===== config.mk =====
export PLATFORM = sky130hd
export DESIGN_NAME = register_file
export DESIGN_NICKNAME = d
export VERILOG_FILES = /design/src/rtl/register_file.sv
export SDC_FILE = /design/constraint.sdc
export NUM_CORES = 2
export LEC_CHECK = 0
export BUFFER_PORTS_ARGS = -buffer_cell sky130_fd_sc_hd__buf_2
export CAP_MARGIN = 0
export CORE_UTILIZATION = 61
export CTS_BUF_LIST = sky130_fd_sc_hd__clkbuf_4 sky130_fd_sc_hd__clkbuf_8
export DETAILED_ROUTE_END_ITERATION = 8
export PLACE_DENSITY = 0.82
export SLEW_MARGIN = 25
export SYNTH_ARGS = -nofsm -noshare
export SYNTH_HDL_FRONTEND = slang
export SYNTH_HIERARCHICAL = 1
export SYNTH_SLANG_ARGS = --single-unit

===== constraint.sdc =====
create_clock -name clk -period 85.3 [get_ports clk]
set_clock_uncertainty 0.2 [all_clocks]
set_input_delay 4.265 -clock clk [delete_from_list [all_inputs] [get_ports clk]]
set_output_delay 4.265 -clock clk [all_outputs]
set_load 0.05 [all_outputs]

===== src/rtl/register_file.sv =====
// register_file: 32 x N architectural register file (x0..x31).
//   One synchronous write port (writeback) and two combinational read ports
//   (operand fetch), each read port built from one mux32 instance.
//   x0 has no storage and always reads zero.
//
// Ports:
//   clk       in   rising-edge clock
//   rst       in   asynchronous active-high reset, clears x1..x31
//   wr_ena    in   write enable, sampled on rising clk
//   wr_addr   in   [4:0] destination register; 0 is discarded
//   wr_data   in   [N-1:0] write data
//   rd_addr0  in   [4:0] read port 0 index
//   rd_addr1  in   [4:0] read port 1 index
//   rd_data0  out  [N-1:0] read port 0 data
//   rd_data1  out  [N-1:0] read port 1 data
//
// Parameters:
//   N       data width
//   BYPASS  1 = forward a same-cycle write to a matching read port

// mux32: 32-to-1 selector of N-bit words.
//   din  in   32 x [N-1:0] candidate words
//   sel  in   [4:0] select
//   dout out  [N-1:0] selected word
module mux32 #(
    parameter int N = 32
) (
    input  logic [N-1:0] din [32],
    input  logic [4:0]   sel,
    output logic [N-1:0] dout
);
    always_comb begin
        dout = din[sel];
    end
endmodule

module register_file #(
    parameter int N      = 32,
    parameter int BYPASS = 0
) (
    input  logic         clk,
    input  logic         rst,
    input  logic         wr_ena,
    input  logic [4:0]   wr_addr,
    input  logic [N-1:0] wr_data,
    input  logic [4:0]   rd_addr0,
    input  logic [4:0]   rd_addr1,
    output logic [N-1:0] rd_data0,
    output logic [N-1:0] rd_data1
);

    logic [N-1:0] regs   [1:31];
    logic [N-1:0] mux_in [32];
    logic [31:1]  wr_sel;
    logic [N-1:0] mux_out0;
    logic [N-1:0] mux_out1;
    logic         bypass_ok;

    // One-hot write decode; address 0 has no bit, so x0 writes fall away.
    always_comb begin
        wr_sel = '0;
        for (int i = 1; i < 32; i++) begin
            wr_sel[i] = wr_ena && (wr_addr == 5'(i));
        end
    end

    always_ff @(posedge clk or posedge rst) begin
        if (rst) begin
            for (int i = 1; i < 32; i++) begin
                regs[i] <= '0;
            end
        end else begin
            for (int i = 1; i < 32; i++) begin
                if (wr_sel[i]) begin
                    regs[i] <= wr_data;
                end
            end
        end
    end

    always_comb begin
        mux_in[0] = '0;
        for (int i = 1; i < 32; i++) begin
            mux_in[i] = regs[i];
        end
    end

    mux32 #(.N(N)) u_mux0 (
        .din  (mux_in),
        .sel  (rd_addr0),
        .dout (mux_out0)
    );

    mux32 #(.N(N)) u_mux1 (
        .din  (mux_in),
        .sel  (rd_addr1),
        .dout (mux_out1)
    );

    // Forwarding is suppressed in reset and for x0 so both always read zero.
    assign bypass_ok = (BYPASS != 0) && !rst && wr_ena && (wr_addr != 5'd0);

    always_comb begin
        rd_data0 = mux_out0;
        rd_data1 = mux_out1;
        if (bypass_ok && (rd_addr0 == wr_addr)) begin
            rd_data0 = wr_data;
        end
        if (bypass_ok && (rd_addr1 == wr_addr)) begin
            rd_data1 = wr_data;
        end
    end

endmodule


==> results.toml <==
[yosys]
yosysWarnings = 6
synth_compound_area_share_pct = 7.15
synthTopCellsByArea = "dfrtp_1 45%, mux2_2 20%, mux2i_1 19%"
synth_ff_type = "dfrtp_1"
synth_top_area_share_pct = 45.2
synthTopCellsByCount = "1,024 x mux2i_1, 992 x dfrtp_1, 976 x mux2_2, 206 x nand2_1, 196 x nand3_1"
synthArstFlopShare_pct = 100
muxShareOfSynthArea_pct = 39.0
synth-seq-cells = 992
synth_edf_count = 0
synth_top_family_by_area = "multiplexers"
synthXorXnorAreaFrac_pct = 0
yosysUniqueCellTypes = 31
synth_area_leader_cell = "dfrtp_1"
yosysMostFrequentCell = "mux2i_1"
syn_avg_cell_area_um2 = 12.1
synthAdderAreaFrac_pct = 0
synth_seq_area_share_pct = 45.2
synth_area_um2 = 54900
yosys.area_share.simple_pct = 4.28
syn_inst = 4541

[timing]
fmax_mhz = 74.2
finalSetupViolCount = 0
period_needed_ps = 13490
rsz0062_at_grt = "false"
slew_viol_final = 0
period_share_pct = 15.8
slew_headroom_pct = 25.7
tightestPinTransition_ps = 1110
tns_ps = 0
hold_viol = 0

[setup_path]
critPathKind = "in2out"
worstPathMaxFanout = 93
crit_required_ps = 80840
critPathSlowestCell = "buf_4"
crit_start = "rd_addr1[1]"
crit_family = "buffers and inverters"
arrival_ps = 9020
worstSetupEndpointType = "primary output"
cp_cell_sequence = "buf_8, buf_4, buf_4, buf_4, mux2i_1, a22o_1, nor3_1, a31oi_1, nand3_1, buf_2"
start_kind = "primary input"
worst_path_most_repeated_cell = "buf_4"
slowest_delay_ps = 930
r2r_start = "mux_in[634]"
cp_num_buf_inv = 5

[floorplan]
die_w_um = 302
core_area_um2 = 88800
die_h_um = 302
core.rowCount = 109
ios = 114
dieArea_um2 = 91200
start_util_pct = 61.8

[clock_tree]
ctsRootBufferMaster = "clkbuf_8"
post_cts.repair.setup_buffers = 0
cts_tree = "done"
clk_transition_reported_paths_ps = 60
cts.sinks = 992
cts_buffer_depth = 3
cts_buffers = 160
insertion_delay_ps = 810
ctsHtreeMaxLevel = 4
cts_resized = 0
postCtsHoldBufs = 0

[detailed_routing]
vias = 39500
first_iter_violations = 4660
wirelength_mm = 158
first_pass_iters = 9
viasPerCell = 6.83
ant_nets = 0
wl_per_cell_um = 27.3
drc = 6

[run_status]
status = "finished, violations left"
failed_checks = "DRC"

[placed_design]
hpwl_mm = 79.1
numPortBuffers = 113
place.gp.congestion = 0.790

[finish]
largest_register_ffs = 992
multi_input_area_um2 = 28200
final_net_count = 4559
synthToLayoutAreaGrowth_pct = 7.75
drive_above_1_share_pct = 32.3
fillers = 6343
final_util_pct = 66.6
ff_latch_area_um2 = 24800

[global_routing]
grt_pass1_wl_mm = 239
grt_pass1_vias = 39500
grt_usage_pct = 34.5
antenna_found_initial = 2
grt_overflow = 0
grt_max_degree = 181

[power_and_ir_drop]
peakVddDrop_mv = 0.0140
p_leak_uw = 0.0284
p_per_area_nw_per_um2 = 22.8

[worst_hold_path]
hold_path.class = "reg2reg"
holdCritStartpoint = "mux_in[32]"

[flow_run]
maxCapViolCount = 0
cell usage in the layout (no fill, tap or decap), types with 3 or more instances in the layout:
master and n:
buf_6 5, nand2_2 9, clkbuf_8 200, a22oi_1 192, clkinv_2 10, nand4b_1 3
a22o_1 128, conb_1 64, clkbuf_4 60, nand2_4 4, a21oi_1 192, nand3_2 4
dfrtp_1 992, mux2i_1 1024, nand2_1 193, nor2_4 14, buf_2 111, mux2_1 16
buf_12 7, and4bb_2 3, mux2_2 976, buf_4 62, a31oi_1 64, clkinvlp_4 4
nand3_1 192, diode_2 4, nor3_1 64, nand2b_2 4
layer usage:
metal  global-route usage, %  vias up  wire [um]
met5                       0        -          0
met4                    15.9        0       6980
met3                    7.02      500      16100
met2                    51.8     2305      70500
met1                    48.3    20100      64900
li1                        -    16700          -
area by class of cell:
cell class                      instances  share of cell area [%]
Multi-Input combinational cell       3165                    47.6
Sequential cell                       992                    42.0
Clock buffer                          260                    5.42
Tap cell                             1165                    2.47
Timing Repair Buffer                  189                    2.20
Clock inverter                         18                   0.267
Inverter                                1                  0.0190
Antenna cell                            4                  0.0169
where the power goes:
group	internal [uW]	total (uW)	switching (uW)
Sequential	563	634	70.7
Combinational	140	282	142
Clock	242	431	189
metrics by stage:
step                      setup WS, ps  cell area (um^2)  cells  hold WS [ps]  total power (uW)
after floorplan                  52930             55100   4604           279               849
after global placement           72050             55600   5508           291               899
after detailed placement         72020             55700   5509           304               916
after CTS                        71970             59000   5787           320              1350
after global routing             71740             59100   5792           337              1400
final                            71810             59100   5794           321              1350
cell families after synthesis:
family / Yosys count
AOI/OAI and AO/OA: 576
buffers and inverters: 447
DFF: 992
muxes: 2016
other: 1
and+or+nand+nor: 509
path summary, 6_finish.rpt:
path / slack, ps / cells after the start / to
max: 71810 / 10 / rd_data1[29]
min: 320 / 1 / mux_in[32]
max reg2reg: 84260 / 1 / mux_in[634]
min reg2reg: 320 / 1 / mux_in[32]
max in group asynchronous: 78510 / 5 / mux_in[756]
min in group asynchronous: 3370 / 2 / mux_in[763]
(Power assumes the default switching activity.)
